File: config.mk
export PLATFORM = sky130hd
export DESIGN_NAME = fgmt_refill_arbiter
export DESIGN_NICKNAME = d
export VERILOG_FILES = /design/src/rtl/fgmt_refill_arbiter_pkg.sv /design/src/rtl/fgmt_refill_arbiter_rr_arbiter.sv /design/src/rtl/fgmt_refill_arbiter.sv
export SDC_FILE = /design/constraint.sdc
export NUM_CORES = 1
export LEC_CHECK = 0
export ABC_AREA = 0
export CAP_MARGIN = 20
export CORE_MARGIN = 4
export CORE_UTILIZATION = 42
export CTS_CLUSTER_SIZE = 30
export DETAILED_ROUTE_END_ITERATION = 12
export MAX_ROUTING_LAYER = met4
export PLACE_DENSITY = 0.76
export SYNTH_ARGS = -nofsm -noshare
export SYNTH_HDL_FRONTEND = slang
export SYNTH_HIERARCHICAL = 1
export SYNTH_SLANG_ARGS = --single-unit
File: constraint.sdc
create_clock -name clock -period 4.1 [get_ports clock]
set_input_delay 0.41 -clock clock [delete_from_list [all_inputs] [get_ports clock]]
set_output_delay 0.41 -clock clock [all_outputs]
set_load 0.03 [all_outputs]
File: src/rtl/fgmt_refill_arbiter_pkg.sv
// Shared types and constants for the L1I refill arbiter.
// Provides the word/line data types, thread-id width, line geometry, FSM and
// request-class enumerations, and a line-alignment helper.
package fgmt_refill_arbiter_pkg;

   localparam int WIDTH      = 32;
   localparam int TID_bits   = 2;
   localparam int block_size = 16;
   localparam int LINE_BYTES = 16;

   localparam logic SET   = 1'b1;
   localparam logic CLEAR = 1'b0;

   typedef logic [WIDTH-1:0]        word;
   typedef logic [8*block_size-1:0] line;

   typedef enum logic { IDLE, ISSUE } arb_state_t;
   typedef enum logic [1:0] { BR, REFILL, SPEC } req_class_t;

   function automatic word line_align(input word a);
      return a & ~word'(LINE_BYTES - 1);
   endfunction

endpackage

File: src/rtl/fgmt_refill_arbiter_rr_arbiter.sv
// rr_arbiter: N-wide round-robin picker.
// Ports:
//   req   - request vector, one bit per thread
//   ptr   - index of the highest-priority thread this cycle
//   grant - one-hot grant (all zero when no request)
// N must be a power of two so the index wraps naturally in PTR_W bits.
module rr_arbiter #(
   parameter int N     = 4,
   parameter int PTR_W = 2
) (
   input  logic [N-1:0]     req,
   input  logic [PTR_W-1:0] ptr,
   output logic [N-1:0]     grant
);

   logic [PTR_W-1:0] idx;

   // Walk from the farthest slot back towards ptr so the request closest to
   // ptr is the last one written and therefore wins.
   always_comb begin
      grant = '0;
      idx   = '0;
      for (int i = N - 1; i >= 0; i--) begin
         idx = ptr + PTR_W'(i);
         if (req[idx]) begin
            grant      = '0;
            grant[idx] = 1'b1;
         end
      end
   end

endmodule

File: src/rtl/fgmt_refill_arbiter.sv
// fgmt_refill_arbiter: serialises per-thread L1I branch / demand-miss /
// sequential-prefetch requests onto one L2 request channel, tracks one
// outstanding fill per thread and broadcasts fills back to every L1.
// Ports:
//   clock, reset                          - clock, synchronous active-high reset
//   req_refill, req_spec, br_req          - per-thread level requests
//   req_addr                              - per-thread address, thread t at [t*32 +: 32]
//   mem_req_valid/ready/addr/tid          - L2 request channel
//   mem_rsp_valid/tid/line                - L2 fill input (never back-pressured)
//   l2_valid_rsp, l2_tid, l2addr, l2_line - registered fill broadcast
// Build option: FGMT_PREFETCH_EN enables req_spec as the lowest-priority class.
// Build option: FGMT_ASSERT enables the fill-for-non-pending-thread check.
module fgmt_refill_arbiter
   import fgmt_refill_arbiter_pkg::*;
#(
   parameter int THREADS = 4,
   parameter int QDEPTH  = 2
) (
   input  logic                      clock,
   input  logic                      reset,
   input  logic [THREADS-1:0]        req_refill,
   input  logic [THREADS-1:0]        req_spec,
   input  logic [THREADS-1:0]        br_req,
   input  logic [THREADS*WIDTH-1:0]  req_addr,
   output logic                      mem_req_valid,
   input  logic                      mem_req_ready,
   output logic [WIDTH-1:0]          mem_req_addr,
   output logic [TID_bits-1:0]       mem_req_tid,
   input  logic                      mem_rsp_valid,
   input  logic [TID_bits-1:0]       mem_rsp_tid,
   input  logic [8*block_size-1:0]   mem_rsp_line,
   output logic                      l2_valid_rsp,
   output logic [TID_bits-1:0]       l2_tid,
   output logic [WIDTH-1:0]          l2addr,
   output logic [8*block_size-1:0]   l2_line
);

   if (THREADS != (1 << TID_bits)) begin : g_bad_threads
      $error("THREADS must equal 2**TID_bits");
   end
   if (QDEPTH < 1 || QDEPTH > 2) begin : g_bad_qdepth
      $error("QDEPTH must be 1 or 2");
   end

   arb_state_t          state, state_nx;
   req_class_t          win_class;
   logic [THREADS-1:0]  pending, stale, stale_set;
   logic [WIDTH-1:0]    pend_addr [THREADS];
   logic [WIDTH-1:0]    addr_arr  [THREADS];
   logic [TID_bits-1:0] rr_ptr, grant_tid;
   logic [THREADS-1:0]  fill_hot, pend_eff, br_v, rf_v, br_g, rf_g, sp_g, grant;
   logic [WIDTH-1:0]    grant_addr;
   logic                fill_hit, any_grant, grant_en, take, rsp_vld_p0;

   for (genvar g = 0; g < THREADS; g++) begin : g_addr
      assign addr_arr[g] = req_addr[g*WIDTH +: WIDTH];
   end

   // A fill retires its thread before arbitration looks at it, so the same
   // thread can be re-granted in the fill cycle.
   assign fill_hit   = mem_rsp_valid && pending[mem_rsp_tid];
   assign fill_hot   = fill_hit ? (THREADS'(1) << mem_rsp_tid) : '0;
   assign pend_eff   = pending & ~fill_hot;
   assign rsp_vld_p0 = fill_hit && !stale[mem_rsp_tid];

   assign br_v = br_req     & ~pend_eff;
   assign rf_v = req_refill & ~pend_eff;

   rr_arbiter #(.N(THREADS), .PTR_W(TID_bits)) u_rr_br (.req(br_v), .ptr(rr_ptr), .grant(br_g));
   rr_arbiter #(.N(THREADS), .PTR_W(TID_bits)) u_rr_rf (.req(rf_v), .ptr(rr_ptr), .grant(rf_g));

`ifdef FGMT_PREFETCH_EN
   logic [THREADS-1:0] sp_v;
   assign sp_v = req_spec & ~pend_eff;
   rr_arbiter #(.N(THREADS), .PTR_W(TID_bits)) u_rr_sp (.req(sp_v), .ptr(rr_ptr), .grant(sp_g));
`else
   logic unused_req_spec;
   assign unused_req_spec = ^req_spec;
   assign sp_g            = '0;
`endif

   always_comb begin
      win_class = REFILL;
      if (|br_v)
         win_class = BR;
      else if (|rf_v)
         win_class = REFILL;
`ifdef FGMT_PREFETCH_EN
      else if (|sp_v)
         win_class = SPEC;
`endif
      case (win_class)
         BR:      grant = br_g;
         REFILL:  grant = rf_g;
         default: grant = sp_g;
      endcase
   end

   assign any_grant = |grant;

   always_comb begin
      grant_tid = '0;
      for (int t = 0; t < THREADS; t++)
         if (grant[t]) grant_tid = TID_bits'(t);
   end

   always_comb begin
      grant_addr = line_align(addr_arr[grant_tid]);
`ifdef FGMT_PREFETCH_EN
      // Sequential prefetch targets the next line; wraps at the top of memory.
      if (win_class == SPEC)
         grant_addr = grant_addr + word'(LINE_BYTES);
`endif
   end

   // A branch to a different line while a fill is outstanding makes that fill useless.
   always_comb begin
      stale_set = '0;
      for (int t = 0; t < THREADS; t++)
         stale_set[t] = pend_eff[t] && br_req[t] && (line_align(addr_arr[t]) != pend_addr[t]);
   end

   always_comb begin
      state_nx      = state;
      mem_req_valid = CLEAR;
      grant_en      = CLEAR;
      case (state)
         IDLE: begin
            grant_en = SET;
            if (any_grant) state_nx = ISSUE;
         end
         ISSUE: begin
            mem_req_valid = SET;
            if (mem_req_ready) state_nx = IDLE;
         end
         default: state_nx = IDLE;
      endcase
   end

   assign take = grant_en && any_grant;

   always_ff @(posedge clock) begin
      if (reset) state <= IDLE;
      else       state <= state_nx;
   end

   // Request stage: per-thread bookkeeping and the held L2 request.
   always_ff @(posedge clock) begin
      if (reset) begin
         pending      <= '0;
         stale        <= '0;
         rr_ptr       <= '0;
         mem_req_addr <= '0;
         mem_req_tid  <= '0;
      end else begin
         pending <= pend_eff | (take ? grant : '0);
         stale   <= (stale & ~fill_hot & ~(take ? grant : '0)) | stale_set;
         if (take) begin
            mem_req_addr <= grant_addr;
            mem_req_tid  <= grant_tid;
            rr_ptr       <= grant_tid + TID_bits'(1);
         end
      end
   end

   always_ff @(posedge clock) begin
      if (take) pend_addr[grant_tid] <= grant_addr;
   end

   // Response stage: one-cycle registered broadcast of non-stale fills.
   always_ff @(posedge clock) begin
      if (reset) begin
         l2_valid_rsp <= 1'b0;
         l2_tid       <= '0;
         l2addr       <= '0;
         l2_line      <= '0;
      end else begin
         l2_valid_rsp <= rsp_vld_p0;
         if (rsp_vld_p0) begin
            l2_tid  <= mem_rsp_tid;
            l2addr  <= pend_addr[mem_rsp_tid];
            l2_line <= mem_rsp_line;
         end
      end
   end

`ifdef FGMT_ASSERT
   a_fill_pending: assert property (@(posedge clock) disable iff (reset)
      mem_rsp_valid |-> pending[mem_rsp_tid])
      else $warning("fill for non-pending thread %0d dropped", mem_rsp_tid);
`endif

endmodule

# After elaboration in Yosys (flattened, before gate mapping)
# Memories as Yosys holds them, arrays and structs flattened. A register that Yosys moved wholly into a read port is not among the register bits.
# Cells that the tools add are included.
dict set report word_totals {
  wordCells 115
  ff_bits 204
  output_inout_bits 198
  mem_bits_rw 112
  memories 1
}
# name words word_bits read_ports rd_ports_with_merged_regs wr line_no
set memory_table {}
lappend memory_table {pend_addr 4 28 5 1 1 fgmt_refill_arbiter.sv:48} ;# logic [WIDTH-1:0] pend_addr [THREADS];
dict set report op_classes {
  n_bitwise 12
  n_reduce_logical 19
  shifts 1
  addsub 4
  magnitude_cmp 10
  n_eq_ne 5
  muxes 53
}
# operator count
set ops {}
lappend ops {{32-bit != test} 4}
lappend ops {{32-bit binary-select mux with 2-bit select} 1}
lappend ops {{32-bit 2-to-1 mux} 2}
lappend ops {{4-bit 2-to-1 mux} 10}
lappend ops {{1-bit 2-to-1 mux} 22}
lappend ops {{4-bit AND} 5}
lappend ops {{1-bit binary-select mux with 2-bit select} 10}
lappend ops {{1-bit logical AND} 15}
lappend ops {{2-bit by 3-bit less-than comparator with 1-bit output (second input constant)} 5}
lappend ops {{4-bit NOT} 3}
lappend ops {{1-bit demux with 2-bit select} 4}
lappend ops {{2-bit by 1-bit greater-or-equal comparator with 1-bit output (second input constant)} 4}
lappend ops {{4-bit bitwise OR} 2}
lappend ops {{4-bit case mux with 2 select lines} 1}
lappend ops {{4-bit OR reduction} 2}
lappend ops {{2-bit by 1-bit adder with 2-bit output (second input constant)} 2}
lappend ops {{2-bit adder (second input constant)} 2}
lappend ops {{2-bit 2-to-1 mux} 2}
lappend ops {{1-bit by 2-bit << shifter with 4-bit output (first input constant)} 1}
lappend ops {{3-bit greater-or-equal comparator (second input constant)} 1}
lappend ops {{2-bit NOT with 3-bit output} 1}
lappend ops {{2-bit zero test} 1}
lappend ops {{1-bit case mux with 2 select lines} 1}
lappend ops {{1-bit equality test (second input constant)} 1}
lappend ops {{2 further kinds} 2}

# Logic depth before layout (Yosys ltp)
dict set report logic_depth {
  ltp_word 22
  mapped_depth 15
  depth_no_buf 13
}

# Hierarchy
# The synthesis kept the hierarchy.
# module seq_area_each_um2 area_each_um2 n_inst cells_each
set modules_own_cells {}
lappend modules_own_cells {fgmt_refill_arbiter 7367.1 13962.1 1 1368}
lappend modules_own_cells {rr_arbiter 0.0 412.9 2 47}

# Least setup slack after synthesis
# OpenSTA, ideal clock, no wires.
dict set report synth_timing {
  path_kind {input -> register}
  from {in mem_rsp_tid[0]}
  to {mem pend_addr[0][0] (netlist name) (enable)}
  arrival_time_ps 3990
  path_slack_ps -278
  path_stages 14
  setup_time_ps 387
  n_path_buf 4
  required_time_ps 3713
  path_cell_list {buf_2 > buf_1 > nand3_1 > a21oi_1 > mux4_2 > nand2b_4 > o22ai_1 > a31oi_1 > nor2_1 > o311a_1 > a311oi_2 > buf_2 > buf_2 > and2_1}
}
dict set report synth_via {
  elab_chain_len 19
  word_cells_on_any_way 46
  classes_between {eq/ne (1); shift (1); mux (34); bitwise (5); reduce/logical (5)}
}
# item line_no
set synth_lines {}
lappend synth_lines {{from (decl)} fgmt_refill_arbiter.sv:30} ;# input logic [TID_bits-1:0] mem_rsp_tid,
lappend synth_lines {{1-bit binary-select mux with 2-bit select} fgmt_refill_arbiter.sv:61} ;# assign fill_hit = mem_rsp_valid && pending[mem_rsp_tid];
lappend synth_lines {{1-bit 2-to-1 mux (implied by the code)} fgmt_refill_arbiter.sv:61}
lappend synth_lines {{1-bit logical AND} fgmt_refill_arbiter.sv:61}
lappend synth_lines {{4-bit 2-to-1 mux *} fgmt_refill_arbiter.sv:62} ;# assign fill_hot = fill_hit ? (THREADS'(1) << mem_rsp_tid) : '0;
lappend synth_lines {{4-bit NOT *} fgmt_refill_arbiter.sv:63} ;# assign pend_eff = pending & ~fill_hot;
lappend synth_lines {{4-bit AND *} fgmt_refill_arbiter.sv:63}
lappend synth_lines {{4-bit NOT *} fgmt_refill_arbiter.sv:66} ;# assign br_v = br_req & ~pend_eff;
lappend synth_lines {{4-bit AND *} fgmt_refill_arbiter.sv:66}
lappend synth_lines {{via br_v[3]} fgmt_refill_arbiter.sv:51} ;# logic [THREADS-1:0] fill_hot, pend_eff, br_v, rf_v, br_g, rf_g, sp_g, grant;
lappend synth_lines {{[2 not listed]} n/a}
lappend synth_lines {{4-bit 2-to-1 mux (3 in series)} fgmt_refill_arbiter_rr_arbiter.sv:25} ;# if (req[idx]) begin
lappend synth_lines {{4-bit 2-to-1 mux *} fgmt_refill_arbiter_rr_arbiter.sv:25}
lappend synth_lines {{via br_g[3]} fgmt_refill_arbiter.sv:51}
lappend synth_lines {{4-bit case mux with 2 select lines *} fgmt_refill_arbiter.sv:92} ;# case (win_class)
lappend synth_lines {{4-bit OR reduction} fgmt_refill_arbiter.sv:99} ;# assign any_grant = |grant;
lappend synth_lines {{1-bit logical AND} fgmt_refill_arbiter.sv:140} ;# assign take = grant_en && any_grant;
lappend synth_lines {{1-bit 2-to-1 mux} fgmt_refill_arbiter.sv:167} ;# if (take) pend_addr[grant_tid] <= grant_addr;
lappend synth_lines {{1-bit 2-to-1 mux (implied by the code)} fgmt_refill_arbiter.sv:167}
lappend synth_lines {{to (decl)} fgmt_refill_arbiter.sv:48}
# Mark *: on every way through the listed nets, which the timed path passes. The rest lies on a longest branch. The select of a mux whose other input is x is not followed.

# Worst setup path in the final report
dict set report layout_timing {
  from {reg rr_ptr[0]}
  to {reg mem_req_addr[9]}
}
dict set report layout_via {
  word_cells_on_any_way 57
  classes_between {add/sub (3); order compare (8); mux (39); bitwise (1); reduce/logical (6)}
}
# item line_no
set layout_lines {}
lappend layout_lines {{from (decl)} fgmt_refill_arbiter.sv:50} ;# logic [TID_bits-1:0] rr_ptr, grant_tid;
lappend layout_lines {{from (signal assigned)} fgmt_refill_arbiter.sv:161} ;# rr_ptr <= grant_tid + TID_bits'(1);
lappend layout_lines {{2-bit adder} fgmt_refill_arbiter_rr_arbiter.sv:24} ;# idx = ptr + PTR_W'(i);
lappend layout_lines {{2-bit by 3-bit less-than comparator with 1-bit output (implied by the code) / 2-bit by 1-bit greater-or-equal comparator with 1-bit output (equally long branches)} fgmt_refill_arbiter_rr_arbiter.sv:27} ;# grant[idx] = 1'b1;
lappend layout_lines {{1-bit logical AND (implied by the code)} fgmt_refill_arbiter_rr_arbiter.sv:27}
lappend layout_lines {{1-bit 2-to-1 mux (implied by the code)} fgmt_refill_arbiter_rr_arbiter.sv:27}
lappend layout_lines {{1-bit demux with 2-bit select} n/a}
lappend layout_lines {{4-bit 2-to-1 mux (3 in series)} fgmt_refill_arbiter_rr_arbiter.sv:25}
lappend layout_lines {{4-bit 2-to-1 mux *} fgmt_refill_arbiter_rr_arbiter.sv:25}
lappend layout_lines {{via br_g[2]} fgmt_refill_arbiter.sv:51}
lappend layout_lines {{4-bit case mux with 2 select lines *} fgmt_refill_arbiter.sv:92}
lappend layout_lines {{2-bit 2-to-1 mux (2 in series)} fgmt_refill_arbiter.sv:104} ;# if (grant[t]) grant_tid = TID_bits'(t);
lappend layout_lines {{2-bit NOT with 3-bit output (implied by the code)} fgmt_refill_arbiter.sv:108} ;# grant_addr = line_align(addr_arr[grant_tid]);
lappend layout_lines {{32-bit binary-select mux with 2-bit select} fgmt_refill_arbiter.sv:108}
lappend layout_lines {{32-bit 2-to-1 mux (implied by the code) (2 in series)} fgmt_refill_arbiter.sv:108}
lappend layout_lines {{to (signal assigned)} fgmt_refill_arbiter.sv:159} ;# mem_req_addr <= grant_addr;
lappend layout_lines {{to (decl)} fgmt_refill_arbiter.sv:27} ;# output logic [WIDTH-1:0] mem_req_addr,
# Marks and branches as above.
# A chain may end at the register's enable or synchronous reset.

==> reports/summary.txt <==
Ports: 472
Status: completed
Commonest non-fill, non-tap cell in the layout: clkdlybuf4s50_1
Crit Path Category: register to register
Crit path max-delay family: buffers and inverters
Hpwl dp: 41.4 mm
Final WL: 55.4 mm
DP Area: 20000 um2
First-pass GRT wire length: 81.3 mm
GRT Util Overall: 0.282
Initial antenna violation count: 15
Violation count after the first detailed-routing iteration: 1175
RePlAce Congestion: 0.973
Number of fill cells: 2807
Fin crit share: 0.879
Required time of the critical path: 4.53 ns
Peak VDD IR: 0.711 mV
Hold Path Class: input pin to register
Pre-Repair DR Iteration Count: 6
RSZ-0062 raised after global routing: false
Clk_skew: 0.0374 ns
Crit start category: register
Largest family of logic cells by synthesized area: compound AO/OA/AOI/OAI gates
Post-Synthesis Mean Instance Area: 10.1 um2
Hold buffer count at cts: 0
DRC: 0
Distinct cell type count after synthesis: 56
Max-cap check violation count: 0
CTS sink count: 312
Max Root-Sink Buffers: 3
Maximum achievable frequency: 277 MHz
Post-synthesis cell area: 14800 um2
Slew @ Worst Pin: 1.04 ns
Synthesized flop and latch total: 312
Final Hold Viols: 0
Post-CTS Resized: 0
Setup Buffers After CTS: 0
Slew headroom: 0.304
CTS Root Cell: clkbuf_16
Largest net degree at the start of global routing: 109
Top FF cell, synth: dfxtp_1
CP Capture Type: register
Most frequent cells in the layout: clkdlybuf4s50_1 (440), nand2_1 (368), dfxtp_1 (200)
Clock-pin slew on the worst setup and hold paths: 0.07 ns
Setup TNS: 0 ns
CTS tree: done
Setup violators final: 0
Initial core utilization: 0.427
WP data arrival: 4.03 ns
PD cells: 877 nW/um2
Rows: 68
Synth Warn #: 34
Synth Area in Adders: 0.0169
Pre-CTS setup slack: 0.0463 ns
Via count: 13500
CP max stage cell: dfxtp_1
Post-DRT Antenna Nets: 0
Post-synth EDFFs: 112
Max Fanout on Critical Path: 44
Slack of the critical path: 0.496 ns
Fraction of synthesized cell area in xor and xnor cells: 0.0663
Total power draw: 0.0186 W
Complex-gate fraction of the synthesized area: 0.172
Core area: 34600 um2
Ys async rst share: 0
Die Height: 196 um
Clk_lat worst skew: 0.54 ns
CP Cell Sequence: buf_4 > mux4_2 > nor2b_2 > nand2_1 > a31oi_1 > buf_4 > nor2_1 > o311a_1 > a311oi_4 > buf_4 > buf_12 > nor2_1 > a311oi_2
Register area share after synthesis: 0.498
Final #Nets: 2187
Vias/cell: 5.66
Post-route cell area: 21200 um2
CP max stage delay: 0.62 ns
Area Growth Syn to Fin: 43.2%
Mapped Cells: 1462
Final Max Slew Viols: 0
Drt wl/cell: 23.2 um
Layout cells sized above 1: 0.110
H-tree levels: 2
TritonCTS buffer count: 35
Leak: 7.42 nW
Total die area: 38300 um2
Post-Synth Simple-Gate Area: 0.137
Critical path buffers and inverters: 4
Grt ovf: 0
Mux share of post-synthesis cell area: 0.0684
Die width: 196 um
Time the worst path needs with I/O delays and setup: 3.60 ns
Vias in the first global route: 13300
CP most frequent cell: buf_4
IO buf count: 443
-- Yosys cell counts, types with 3 or more instances --
cell        n  share of area
nor2_1     46          0.012
xnor2_1    52          0.031
dfxtp_1   200           0.27
edfxtp_1  112           0.23
o21ai_0     3         0.0010
buf_2      13         0.0044
a22oi_1    28          0.014
xor2_1     60          0.036
ha_1       20          0.017
nand4_1    18         0.0076
o22ai_1    10         0.0042
mux4_2     35          0.053
a21oi_1   168          0.057
a311oi_2   21          0.021
mux2i_1    14         0.0095
a311oi_1    8         0.0047
or2b_1      3         0.0015
and2_1      9         0.0038
o21a_1      3         0.0015
a211oi_1    5         0.0025
buf_6       5         0.0038
nand2_1   368          0.093
o221ai_1   12         0.0071
a31oi_1     6         0.0025
inv_1      19         0.0048
mux2_2      3         0.0023
a221oi_1   28          0.017
a21o_1     28          0.014
nor2b_1     6         0.0025
buf_4       8         0.0041
nor4_1     19         0.0080
o221ai_2   20          0.020
clkbuf_1   79          0.020
buf_1       4         0.0010
-- flip-flops by register name, summed over array words and instances, names as in the netlist --
name / cells
mem_req_addr: 28
state: 1
rr_ptr: 2
pend_addr: 112
pending: 4
l2_valid_rsp: 1
stale: 4
l2_tid: 2
l2_line: 128
l2addr: 28
mem_req_tid: 2
-- cell families after synthesis --
kind of cell / after synthesis
compound gates: 347
xor+xnor: 112
fa+ha+maj: 20
buf+inv: 131
flops: 312
mux: 54
other cells: 1
simple gates: 485
-- routing by layer --
layer,wire length [um],vias up,track usage
met2,26800,813,0.456
li1,-,6097,-
met4,2760,0,0.141
met5,0,-,-
met3,5550,152,0.0564
met1,20300,6458,0.336
-- per-stage QoR --
| step | hold WS (ns) | util | instances |
|---|---|---|---|
| 2_1_floorplan | 0.452 | - | 1469 |
| 3_3_place_gp | 0.441 | 0.577 | 2311 |
| 3_5_place_dp | 0.446 | 0.577 | 2311 |
| 4_1_cts | 0.224 | 0.611 | 2373 |
| 5_1_grt | 0.229 | 0.612 | 2388 |
| 6_report | 0.243 | 0.612 | 2388 |
-- worst reg2reg max path: cells and delay by family (launching register included) --
family / cells / cell delay (ns)
buffers and inverters: 4 / 0.98
AO/OA/AOI/OAI: 4 / 0.88
flip-flops: 1 / 0.62
AND/OR/NAND/NOR: 4 / 0.45
multiplexers: 1 / 0.57
-- final cells by class --
cell class | instances | area [um2] | share of cell area
Multi-Input combinational cell | 1026 | 6900 | 0.326
Inverter | 19 | 71.3 | 0.00337
Clock inverter | 12 | 174 | 0.00821
Sequential cell | 312 | 7370 | 0.348
Clock buffer | 50 | 992 | 0.0468
Antenna cell | 15 | 37.5 | 0.00177
Tap cell | 455 | 569 | 0.0269
Timing Repair Buffer | 499 | 5070 | 0.239
-- power by group --
group / total (W) / leakage [nW] / switching, W / internal [W]
clock: 0.00318 / 0.572 / 0.00129 / 0.00189
sequential: 0.00569 / 2.67 / 0.000654 / 0.00504
combinational: 0.00970 / 4.17 / 0.00586 / 0.00384
total: 0.0186 / 7.42 / 0.00781 / 0.0108
-- path summary, 6_finish.rpt --
kind	depth (start not counted)	slack, ns	end	start
max	13	0.50	mem_req_addr[9]	rr_ptr[0]
min	3	0.24	l2_tid[1]	mem_rsp_tid[1]
max reg2reg	13	0.50	mem_req_addr[9]	rr_ptr[0]
min reg2reg	2	0.45	l2_line[104]	l2_line[104]
(Power assumes the default switching activity.)
